**config.mk**
```make
export PLATFORM = sky130hd
export DESIGN_NAME = icm_buffer_refill_client
export DESIGN_NICKNAME = d
export VERILOG_FILES = /design/src/rtl/icm_buffer_refill_client.sv
export SDC_FILE = /design/constraint.sdc
export NUM_CORES = 1
export LEC_CHECK = 0
export CELL_PAD_IN_SITES_DETAIL_PLACEMENT = 1
export CELL_PAD_IN_SITES_GLOBAL_PLACEMENT = 2
export CORE_AREA = 2 2 561 563
export DETAILED_ROUTE_END_ITERATION = 12
export DIE_AREA = 0 0 563 565
export PLACE_DENSITY_LB_ADDON = 0.08
export SYNTH_ARGS = -nofsm -noshare
export SYNTH_HDL_FRONTEND = slang
export SYNTH_SLANG_ARGS = --single-unit
```
**constraint.sdc**
```tcl
create_clock -name clk -period 10.6 [get_ports clk]
set_input_delay 1.59 -clock clk [delete_from_list [all_inputs] [get_ports clk]]
set_output_delay 1.59 -clock clk [all_outputs]
set_load 0.01 [all_outputs]
```
**src/rtl/icm_buffer_refill_client.sv**
```systemverilog
// rtl/icm_buffer_refill_client.sv - ICM buffer get/set initiator with blocking miss refill over DMA
// Lookups pass straight through as gets; responses are serialised by one FSM so order is preserved.
module icm_buffer_refill_client #(
  parameter int CACHE_ADDR_WIDTH    = 20,
  parameter int CACHE_ENTRY_WIDTH   = 256,
  parameter int PHYSICAL_ADDR_WIDTH = 64,
  parameter int REQ_TAG_WIDTH       = 8,
  parameter int OUTSTANDING_MAX     = 4
) (
  input  logic                                                          clk,
  input  logic                                                          rst,
  input  logic                                                          lkp_req_valid,
  input  logic [REQ_TAG_WIDTH+PHYSICAL_ADDR_WIDTH+CACHE_ADDR_WIDTH-1:0] lkp_req_head,
  output logic                                                          lkp_req_ready,
  output logic                                                          lkp_rsp_valid,
  output logic [REQ_TAG_WIDTH+CACHE_ADDR_WIDTH-1:0]                     lkp_rsp_head,
  output logic [CACHE_ENTRY_WIDTH-1:0]                                  lkp_rsp_data,
  input  logic                                                          lkp_rsp_ready,
  output logic                                                          get_req_valid,
  output logic [REQ_TAG_WIDTH+PHYSICAL_ADDR_WIDTH+CACHE_ADDR_WIDTH-1:0] get_req_head,
  input  logic                                                          get_req_ready,
  input  logic                                                          get_rsp_valid,
  input  logic [REQ_TAG_WIDTH+PHYSICAL_ADDR_WIDTH+CACHE_ADDR_WIDTH:0]   get_rsp_head,
  input  logic [CACHE_ENTRY_WIDTH-1:0]                                  get_rsp_data,
  output logic                                                          get_rsp_ready,
  output logic                                                          set_req_valid,
  output logic [CACHE_ADDR_WIDTH-1:0]                                   set_req_head,
  output logic [CACHE_ENTRY_WIDTH-1:0]                                  set_req_data,
  input  logic                                                          set_req_ready,
  output logic                                                          dma_rd_req_valid,
  output logic [PHYSICAL_ADDR_WIDTH-1:0]                                dma_rd_req_addr,
  input  logic                                                          dma_rd_req_ready,
  input  logic                                                          dma_rd_rsp_valid,
  input  logic [CACHE_ENTRY_WIDTH-1:0]                                  dma_rd_rsp_data,
  output logic                                                          dma_rd_rsp_ready
);

  localparam int HW    = REQ_TAG_WIDTH + PHYSICAL_ADDR_WIDTH + CACHE_ADDR_WIDTH;
  localparam int CNT_W = $clog2(OUTSTANDING_MAX) + 1;

  typedef enum logic [2:0] {
    S_IDLE,
    S_HIT_OUT,
    S_DMA_REQ,
    S_DMA_WAIT,
    S_FILL
  } state_t;

  state_t                         state, state_nxt;
  logic [CNT_W-1:0]               cnt;
  logic [HW-1:0]                  cap_head;
  logic [CACHE_ENTRY_WIDTH-1:0]   cap_data;
  logic                           set_done, rsp_done;
  logic                           can_issue, get_fire, rsp_fire;
  logic                           get_rsp_fire, dma_rsp_fire, set_fire;

  // Reset gating keeps the request handshake quiet while rst is held.
  assign can_issue     = (cnt < CNT_W'(OUTSTANDING_MAX)) & ~rst;
  assign get_req_valid = lkp_req_valid & can_issue;
  assign lkp_req_ready = get_req_ready & can_issue;
  assign get_req_head  = lkp_req_head;

  assign get_fire     = get_req_valid & get_req_ready;
  assign rsp_fire     = lkp_rsp_valid & lkp_rsp_ready;
  assign get_rsp_fire = get_rsp_valid & get_rsp_ready;
  assign dma_rsp_fire = dma_rd_rsp_valid & dma_rd_rsp_ready;
  assign set_fire     = set_req_valid & set_req_ready;

  assign lkp_rsp_head    = {cap_head[HW-1 -: REQ_TAG_WIDTH], cap_head[CACHE_ADDR_WIDTH-1:0]};
  assign lkp_rsp_data    = cap_data;
  assign set_req_head    = cap_head[CACHE_ADDR_WIDTH-1:0];
  assign set_req_data    = cap_data;
  assign dma_rd_req_addr = cap_head[CACHE_ADDR_WIDTH +: PHYSICAL_ADDR_WIDTH];

  always_ff @(posedge clk or posedge rst) begin
    if (rst) begin
      cnt <= '0;
    end else begin
      case ({get_fire, rsp_fire})
        2'b10:   cnt <= cnt + CNT_W'(1);
        2'b01:   cnt <= cnt - CNT_W'(1);
        default: cnt <= cnt;
      endcase
    end
  end

  always_ff @(posedge clk or posedge rst) begin
    if (rst) begin
      state    <= S_IDLE;
      cap_head <= '0;
      cap_data <= '0;
      set_done <= 1'b0;
      rsp_done <= 1'b0;
    end else begin
      state <= state_nxt;
      if (state == S_IDLE && get_rsp_fire) begin
        cap_head <= get_rsp_head[HW-1:0];
        cap_data <= get_rsp_data;
      end
      if (state == S_DMA_WAIT && dma_rsp_fire) begin
        cap_data <= dma_rd_rsp_data;
        set_done <= 1'b0;
        rsp_done <= 1'b0;
      end
      // In FILL the set and the response retire independently.
      if (state == S_FILL) begin
        if (set_fire) set_done <= 1'b1;
        if (rsp_fire) rsp_done <= 1'b1;
      end
    end
  end

  always_comb begin
    state_nxt        = state;
    get_rsp_ready    = 1'b0;
    lkp_rsp_valid    = 1'b0;
    set_req_valid    = 1'b0;
    dma_rd_req_valid = 1'b0;
    dma_rd_rsp_ready = 1'b0;
    case (state)
      S_IDLE: begin
        get_rsp_ready = ~rst;
        if (get_rsp_valid & ~rst)
          state_nxt = get_rsp_head[HW] ? S_HIT_OUT : S_DMA_REQ;
      end
      S_HIT_OUT: begin
        lkp_rsp_valid = 1'b1;
        if (lkp_rsp_ready) state_nxt = S_IDLE;
      end
      S_DMA_REQ: begin
        dma_rd_req_valid = 1'b1;
        if (dma_rd_req_ready) state_nxt = S_DMA_WAIT;
      end
      S_DMA_WAIT: begin
        dma_rd_rsp_ready = 1'b1;
        if (dma_rd_rsp_valid) state_nxt = S_FILL;
      end
      S_FILL: begin
        set_req_valid = ~set_done;
        lkp_rsp_valid = ~rsp_done;
        if ((set_done | set_req_ready) & (rsp_done | lkp_rsp_ready)) state_nxt = S_IDLE;
      end
      default: state_nxt = S_IDLE;
    endcase
  end

endmodule

```
==> impl_metrics.env, run 1 <==
export IMPL_ys_types=33
export IMPL_met2_usage=0.1435
export IMPL_yosys_area_top_type_share=0.4618
export IMPL_dp_cells=6405
export IMPL_worst_hold_path_type="reg2reg"
export IMPL_p_int_uw=6339
export IMPL_holdBufCountCts=0
export IMPL_setup_slack_ps=5716
export IMPL_use_met1=0.09351
export IMPL_avgSynthCellArea_um2=13.37
export IMPL_grt_busiest_layer="met2"
export IMPL_power_frac_comb=0.506
export IMPL_ir_worst_vdd_mv=0.08929
export IMPL_rows=205
export IMPL_fin_setup_tns_ps=0
export IMPL_crit_type="in2out"
export IMPL_final_cells=6532
export IMPL_max_stage_delay_ps=660
export IMPL_synth_warnings=0
export IMPL_crit_chain="clkdlybuf4s50_1 -> nor4_2 -> clkdlybuf4s50_1"
export IMPL_antenna_found_initial=63
export IMPL_grt_usage=0.08870
export IMPL_die_h_um=565
export IMPL_path_common_cell="clkdlybuf4s50_1"
export IMPL_avgViaCountPerCell=2.293
export IMPL_routedWlPerCell_um=22.41
export IMPL_worstMarginPinSlew_ps=1038
export IMPL_path_depth=3
export IMPL_io_pins=1429
export IMPL_worstReg2RegStart="state[2]"
export IMPL_synthesis_area_mm2=0.01929
export IMPL_hold_viol=0
export IMPL_power_density_mw_per_mm2=289.1
export IMPL_grt_overflow_total=0
export IMPL_totalWireLength_um=146400
export IMPL_cts_sinks=356
export IMPL_drtAntennaViolNets=0
export IMPL_grt_max_degree=100
export IMPL_finClkSkew_ps=36.63
export IMPL_max_slew_margin_rel=0.3080
export IMPL_post_route_period_util=0.4607
export IMPL_hold_start="cnt[0]"
export IMPL_p_seq_frac=0.283
export IMPL_rsz0062_at_grt="no"
export IMPL_area_growth_syn_to_layout_pct=86.54
export IMPL_initial_core_util=0.06195
export IMPL_reg2regPathDepth=6
export IMPL_final_cell_mix="clkdlybuf4s50_1 (1,244), mux2_2 (587), dfrtp_1 (356)"
export IMPL_slowest_stage="clkdlybuf4s50_1"
export IMPL_coreArea_mm2=0.3114
export IMPL_post_cts_buffers=0
export IMPL_synth_seq_area_share=0.4618
export IMPL_startpoint_type="primary input"
export IMPL_vias=14980
export IMPL_cp_arrival_ps=3290
export IMPL_worstPathBufferInverterCount=2
export IMPL_pwr_share_clk=0.210
export IMPL_ys_top_cells_by_area="dfrtp_1 (46%), mux2_2 (34%), buf_4 (14%)"
export IMPL_cts_root_buffer="clkbuf_16"
export IMPL_syn_inst=1443
export IMPL_seq_area_mm2=0.008909
export IMPL_p_sw_uw=4064
export IMPL_clkTransAtPathRegs_ps=40
export IMPL_fin_crit_ps=4884
export IMPL_grtUsageMet3=0.06193
export IMPL_whs_path_depth=1
export IMPL_drv_slew=0
export IMPL_grt_pass1_vias=17050
export IMPL_required_ps=9010
export IMPL_drc=0
export IMPL_cts_made_buffers=70
export IMPL_cap_violations=0
export IMPL_htreeDepth=3
export IMPL_fmax_ghz=0.2048
export IMPL_synth_seq_cells=356
export IMPL_sw_frac_of_total=0.3907
export IMPL_drive_gt1_frac=0.2937
export IMPL_power_leakage_uw=0.01273
export IMPL_die_w_um=563
export IMPL_end_kind="output port"
export IMPL_detailedPlace_worstSlack_ps=5618
export IMPL_multi_input_area_mm2=0.007108
export IMPL_holdWs_ps=484.5
export IMPL_cts_tree="done"
export IMPL_portBuffers=1244
export IMPL_insertion_delay_ps=740
export IMPL_place_congestion=0.7235
export IMPL_clk_path_buf_depth=4
export IMPL_nNetsFinal=3045
export IMPL_firstDrtPassIters=4
export IMPL_crit_path_start="rst"
export IMPL_dp_hpwl_um=119800
export IMPL_cts_resized=0
export IMPL_grt_pass1_wl_um=184900
export IMPL_post_synth_top_area_cell="dfrtp_1"
export IMPL_run_status="finished clean"
export IMPL_crit_family="buffers and inverters"
export IMPL_die_area_mm2=0.3181
export IMPL_synth_fp_nets=2151
export IMPL_final_common_cell="clkdlybuf4s50_1"
export IMPL_crit_fanout=5
export IMPL_setup_viol=0
export IMPL_drtIter0Drc=381
export IMPL_nFillCells=35800
[flip-flops by register name, indices dropped and copies added, names as in the netlist]
signal,flops
cap_head,92
set_done,1
cnt,3
lkp_rsp_data,256
state,3
rsp_done,1
[through the flow]
step	total power, µW	utilization	cell area [µm²]
floorplan	5041	-	19290
global placement	8516	0.1087	33860
detailed placement	8462	0.1087	33860
CTS	10850	0.1154	35930
global route	11150	0.1154	35930
finish	10400	0.1156	35990
[worst paths after layout]
| check | endpoint | slack (ps) |
|---|---|---|
| setup reg to reg | lkp_rsp_data[213] | 7140 |
| min in group asynchronous | cap_head[86] | 1450 |
| max in group asynchronous | lkp_rsp_data[207] | 6970 |
| hold reg to reg | cnt[0] | 480 |
| hold / removal | cnt[0] | 480 |
| setup / recovery | get_rsp_ready | 5720 |
[power by group through the flow]
| stage | logic, µW | registers [µW] | clock network [µW] |
|---|---|---|---|
| 3_5_place_dp | 5440 | 3030 | 0 |
| 3_3_place_gp | 5500 | 3010 | 0 |
| 4_1_cts | 5470 | 3030 | 2360 |
| 6_report | 5270 | 2950 | 2190 |
| 5_1_grt | 5670 | 3100 | 2390 |
| 2_1_floorplan | 2210 | 2840 | 0 |
[worst reg2reg max path, stage by stage (launching register included)]
cell      delay (ps)
dfrtp_1          660
nand4b_1         240
buf_4            260
buf_4            650
buf_12           470
mux2_2           760
mux2_1           300
[metal layers]
layer,vias up,part of all wire
li1,6467,-
met1,7302,0.37
met2,964,0.46
met3,186,0.15
met4,62,0.018
met5,-,0.0026
[cell families (layout without fill, tap and decap cells)]
family	Yosys count	in the layout	synth area share
AO/OA/AOI/OAI	8	8	0.003113
XOR/XNOR	3	3	0.001362
adder cells (fa/ha/maj)	2	2	0.001686
buffers and inverters	443	1370	0.1701
flip-flops	356	356	0.4618
multiplexers	606	606	0.3543
other	0	22	0
AND/OR/NAND/NOR	25	25	0.007654
[cell type report]
type                       instances  share of cell area
antenna                           22            0.001530
clock buffer                     101             0.05674
clock inverter                     4           0.0007302
inverter                           6           0.0007302
multi-input combinational        644              0.1975
sequential                       356              0.2476
tap                             4140              0.1439
timing repair buffer            1259              0.3512
[Yosys cell counts (all sizes together)]
cell type,instances
mux2,604
buf,424
dfrtp,356
clkbuf,13
inv,6
nand2,5
nor2,5
and2,3
nand3b,3
o21ai,3
a21oi,2
nand3,2
xor2,2
a221oi,1
a31oi,1
fa,1
ha,1
mux2i,1
mux4,1
nand2b,1
nand4b,1
nor3,1
nor3b,1
nor4,1
o22a,1
or3b,1
or4b,1
xnor2,1
No activity file was read; power rests on OpenSTA's default activity.
==> run 2, diff against run 1 <==
- CORE_AREA: 2 2 561 563 -> 2 2 564 566
- DIE_AREA: 0 0 563 565 -> 0 0 566 568
- clock period: 10.6 -> 4.8 ns (I/O delays scaled with it)
==> run 2 against run 1 <==
Against the previous run: largest cell class unchanged; cell count is 1.3% higher; non-clock buffer count is 25 higher; critical path depth stayed put; critical endpoint is now lkp_rsp_valid; clock power is 130% higher; critical path type is now reg2out; combinational power is 120% higher; hold slack worse by 15 ps; via count is 1.7% higher; highest routed layer unchanged; clock-buffer cell count is 4 higher; clock skew is 15 ps lower; routed wire length is 2.9% higher.
==> impl_metrics.env, run 2 (same netlist as run 1, synthesis figures left out) <==
export IMPL_largest_reg_flops=256
export IMPL_cts_made_buffers=71
export IMPL_place_congestion=0.7186
export IMPL_fmax_ghz=0.2829
export IMPL_fin_setup_tns_ps=0
export IMPL_coreArea_mm2=0.3162
export IMPL_post_route_period_util=0.7365
export IMPL_io_pins=1429
export IMPL_crit_chain="or3b_2 -> a21oi_1 -> clkdlybuf4s50_1"
export IMPL_die_w_um=566
export IMPL_totalWireLength_um=150700
export IMPL_grt_usage=0.09141
export IMPL_antenna_found_initial=81
export IMPL_grt_pass1_wl_um=192800
export IMPL_firstDrtPassIters=4
export IMPL_rsz0062_at_grt="no"
export IMPL_grt_pass1_vias=17470
export IMPL_worstPathBufferInverterCount=1
export IMPL_cts_root_buffer="clkbuf_16"
export IMPL_cts_sinks=356
export IMPL_crit_fanout=13
export IMPL_htreeDepth=3
export IMPL_drtAntennaViolNets=0
export IMPL_worst_hold_path_type="reg2reg"
export IMPL_max_stage_delay_ps=720
export IMPL_routedWlPerCell_um=22.78
export IMPL_startpoint_type="flop"
export IMPL_grt_overflow_total=0
export IMPL_clk_path_buf_depth=4
export IMPL_hold_viol=0
export IMPL_required_ps=4080
export IMPL_power_density_mw_per_mm2=639.8
export IMPL_dp_hpwl_um=126200
export IMPL_ir_worst_vdd_mv=0.1747
export IMPL_cp_arrival_ps=2820
export IMPL_nNetsFinal=3071
export IMPL_clkTransAtPathRegs_ps=50
export IMPL_drc=0
export IMPL_fin_crit_ps=3535
export IMPL_area_growth_syn_to_layout_pct=89.18
export IMPL_final_cell_mix="clkdlybuf4s50_1 (1,244), mux2_2 (587), dfrtp_1 (356)"
export IMPL_crit_family="buffers and inverters"
export IMPL_holdBufCountCts=0
export IMPL_cts_resized=0
export IMPL_die_h_um=568
export IMPL_vias=15230
export IMPL_grt_max_degree=93
export IMPL_final_core_util=0.1154
export IMPL_finClkSkew_ps=21.67
export IMPL_drv_slew=0
export IMPL_setup_viol=0
export IMPL_avgViaCountPerCell=2.303
export IMPL_slowest_stage="clkdlybuf4s50_1"
export IMPL_power_leakage_uw=0.01298
export IMPL_insertion_delay_ps=750
export IMPL_crit_type="reg2out"
export IMPL_worstMarginPinSlew_ps=857.0
export IMPL_die_area_mm2=0.3215
export IMPL_nFillCells=36440
export IMPL_post_cts_buffers=0
export IMPL_portBuffers=1244
export IMPL_cap_violations=0
export IMPL_drtIter0Drc=287
export IMPL_final_common_cell="clkdlybuf4s50_1"
export IMPL_drive_gt1_frac=0.3054
export IMPL_run_status="finished clean"
export IMPL_cts_tree="done"
export IMPL_initial_core_util=0.06100
export IMPL_max_slew_margin_rel=0.4287
export IMPL_end_kind="output port"
export IMPL_rows=207
[run 2: final timing paths]
check | cells after the start | slack (ps) | to | from
hold reg to reg | 1 | 470 | cnt[0] | cnt[0]
min in group asynchronous | 2 | 690 | lkp_rsp_data[87] | rst
setup / recovery | 3 | 1260 | lkp_rsp_valid | state[2]
max in group asynchronous | 3 | 3030 | lkp_rsp_data[2] | rst
hold / removal | 1 | 470 | cnt[0] | cnt[0]
setup reg to reg | 5 | 2030 | lkp_rsp_data[198] | state[0]
[run 2: area by class of cell]
| cell class | instances | area [µm²] | share of cell area |
|---|---|---|---|
| inverter | 6 | 26.28 | 0.0007200 |
| tap | 4180 | 5230 | 0.1433 |
| clock buffer | 105 | 2097 | 0.05746 |
| sequential | 356 | 8909 | 0.2441 |
| clock inverter | 15 | 137.6 | 0.003771 |
| timing repair buffer | 1284 | 12930 | 0.3542 |
| antenna | 24 | 60.06 | 0.001646 |
| multi-input combinational | 644 | 7108 | 0.1948 |
[run 2: worst register-to-register path, cell delays in order (launching register included)]
cell and delay [ps]:
dfrtp_1 520, or4b_1 640, a21oi_4 230, buf_12 230
buf_12 490, mux2_2 520
[run 2: where the power goes]
group	internal, µW	switching [µW]	leakage (µW)
Clock	3110	1950	0.00110
Sequential	4550	1950	0.00419
Combinational	6600	5200	0.00769
Total	14300	9090	0.0130
[run 2: stage by stage]
stage	worst slack (ps)	std cells	total power (µW)	hold slack (ps)	cell area (µm²)
floorplan	-690.3	1443	11130	442.6	19290
global placement	1317	6470	19060	461.9	34200
detailed placement	1277	6470	18950	463.4	34200
CTS	1147	6590	24480	470.4	36430
global route	1081	6596	25130	508.0	36450
finish	1265	6614	23350	469.6	36500
[run 2: metal layers]
metal	wire length, µm	global-route usage	share of wire	vias to the layer above
li1	-	-	-	6542
met2	66920	0.1417	0.44	1023
met4	3522	0.02489	0.023	84
met1	53510	0.09271	0.36	7348
met5	527	0	0.0035	-
met3	26200	0.07528	0.17	237
==> run 3, diff against run 2 <==
- clock period: 4.8 -> 3.4 ns (I/O delays scaled with it)
==> run 3 against run 2 <==
Against the previous run: die area unchanged; non-clock buffer count increased by 20; largest power group unchanged; flip-flop and latch count unchanged; highest routed layer unchanged; utilization about the same; combinational power increased by 42%; via count down 0.11%; global-route usage is essentially flat; first-iteration DRC count shrank 2.8%.
==> impl_metrics.env, run 3 (same netlist as run 1, synthesis figures left out) <==
export IMPL_worstReg2RegStart="state[0]"
export IMPL_grt_usage=0.09130
export IMPL_crit_type="reg2out"
export IMPL_avgViaCountPerCell=2.298
export IMPL_largest_reg_flops=256
export IMPL_fin_setup_tns_ps=0
export IMPL_vias=15220
export IMPL_crit_family="buffers and inverters"
export IMPL_startpoint_type="flop"
export IMPL_max_slew_margin_rel=0.5636
export IMPL_min_to="cap_head[77]"
export IMPL_grt_max_degree=79
export IMPL_clkTransAtPathRegs_ps=60
export IMPL_cap_violations=0
export IMPL_portBuffers=1244
export IMPL_cts_sinks=356
export IMPL_worstMarginPinSlew_ps=652.6
export IMPL_drc=0
export IMPL_initial_core_util=0.06100
export IMPL_reg2reg_to="cnt[2]"
export IMPL_cts_root_buffer="clkbuf_16"
export IMPL_grt_pass1_vias=17640
export IMPL_die_w_um=566
export IMPL_power_leakage_uw=0.01294
export IMPL_stdcell_area_mm2=0.03638
export IMPL_place_area_mm2=0.03440
export IMPL_seq_area_mm2=0.008909
export IMPL_totalWireLength_um=150500
export IMPL_firstDrtPassIters=6
export IMPL_end_kind="output port"
export IMPL_post_route_period_util=0.9319
export IMPL_die_area_mm2=0.3215
export IMPL_place_congestion=0.7131
export IMPL_coreArea_mm2=0.3162
export IMPL_power_total_uw=32180
export IMPL_fin_crit_ps=3168
export IMPL_ir_worst_vdd_mv=0.5105
export IMPL_setup_viol=0
export IMPL_hold_start="get_rsp_head[77]"
export IMPL_crit_chain="or3b_2 -> a21oi_1 -> clkdlybuf4s50_1"
export IMPL_required_ps=2890
export IMPL_grt_pass1_wl_um=193100
export IMPL_area_growth_syn_to_layout_pct=88.60
export IMPL_htreeDepth=2
export IMPL_worstPathBufferInverterCount=1
export IMPL_post_cts_buffers=0
export IMPL_cts_tree="done"
export IMPL_io_pins=1429
export IMPL_slowest_stage="clkdlybuf4s50_1"
export IMPL_crit_path_start="state[0]"
export IMPL_worst_hold_path_type="in2reg"
export IMPL_final_common_cell="clkdlybuf4s50_1"
export IMPL_routedWlPerCell_um=22.72
export IMPL_insertion_delay_ps=740
export IMPL_clk_path_buf_depth=3
export IMPL_hold_viol=0
export IMPL_cts_resized=0
export IMPL_nFillCells=36360
export IMPL_fmax_ghz=0.3156
export IMPL_timing_reg2reg_setup_slack_ps=800
export IMPL_rsz0062_at_grt="no"
export IMPL_whs_path_depth=2
export IMPL_crit_fanout=12
export IMPL_rows=207
export IMPL_reg2regPathDepth=9
export IMPL_grt_overflow_total=0
export IMPL_max_stage_delay_ps=670
export IMPL_final_cell_mix="clkdlybuf4s50_1 (1,244), mux2_2 (587), dfrtp_1 (356)"
export IMPL_nNetsFinal=3081
export IMPL_holdBufCountCts=0
export IMPL_die_h_um=568
export IMPL_cts_made_buffers=61
export IMPL_drive_gt1_frac=0.3058
export IMPL_antenna_found_initial=78
export IMPL_drv_slew=0
export IMPL_run_status="finished clean"
export IMPL_drtIter0Drc=279
export IMPL_dp_hpwl_um=128400
export IMPL_multi_input_area_mm2=0.007108
export IMPL_cp_arrival_ps=2660
export IMPL_drtAntennaViolNets=0
export IMPL_finClkSkew_ps=34.73
export IMPL_power_density_mw_per_mm2=884.5
==> run 3: cell types whose count changed in the layout (fill, tap and decap cells not counted) <==
| cell | before | now |
|---|---|---|
| buf_12 | 14 | 18 |
| buf_4 | 26 | 42 |
| bufinv_16 | 2 | 1 |
| clkbuf_1 | 17 | 21 |
| clkbuf_16 | 73 | 61 |
| clkinv_2 | 9 | 4 |
| clkinv_4 | 0 | 2 |
| clkinv_8 | 0 | 2 |
| clkinvlp_4 | 3 | 1 |
| diode_2 | 24 | 25 |
| inv_6 | 2 | 1 |
==> run 3: final cells by class <==
| type | count | share of cell area |
|---|---|---|
| diodes | 25 | 0.001719 |
| clock buffers | 97 | 0.04980 |
| clock inverters | 10 | 0.002992 |
| inverters | 6 | 0.0007222 |
| multi-input cells | 644 | 0.1954 |
| flip-flops and latches | 356 | 0.2449 |
| well taps | 4180 | 0.1437 |
| repair buffers | 1304 | 0.3608 |
==> run 3: per-stage QoR <==
| step | utilization | worst slack (ps) | cells | hold WS [ps] |
|---|---|---|---|---|
| final | 0.1151 | 231.5 | 6622 | 383.9 |
| after global placement | 0.1088 | 287.4 | 6490 | 467.4 |
| after CTS | 0.1149 | 39.87 | 6597 | 267.3 |
| after global routing | 0.1149 | 13.12 | 6599 | 308.2 |
| after floorplan | - | -1880 | 1443 | 442.6 |
| after detailed placement | 0.1088 | 284.6 | 6490 | 470.5 |
==> run 3: worst max-delay path by stage <==
stage | to | slack, ps | depth (start not counted)
floorplan | cap_head[0] | -1880 | 1
global placement | lkp_rsp_data[199] | 290 | 6
detailed placement | lkp_rsp_data[219] | 280 | 6
CTS | lkp_rsp_valid | 40 | 3
global route | lkp_rsp_valid | 10 | 3
finish | lkp_rsp_valid | 230 | 3
==> run 3: worst register-to-register path: cells and delay by family (launching register included) <==
kind / cells / cell delay, ps
flops: 1 / 520
fa+ha+maj: 2 / 560
buf+inv: 1 / 60
simple gates: 3 / 860
xor+xnor: 2 / 300
compound gates: 1 / 240
==> run 3: layer usage <==
metal  up-vias  part of all wire  wire [µm]  GRT usage
met3       219              0.16      24590    0.07004
met5         -            0.0035        529          0
li1       6571                 -          -          -
met2       982              0.45      67020     0.1442
met4        82             0.020       2941    0.01930
met1      7364              0.37      55400    0.09561
==> run 3: power breakdown <==
group	internal (µW)	total, µW	switching [µW]
Clock	3670	6260	2590
Sequential	6420	9250	2830
Combinational	9390	16700	7280
Total	19500	32200	12700
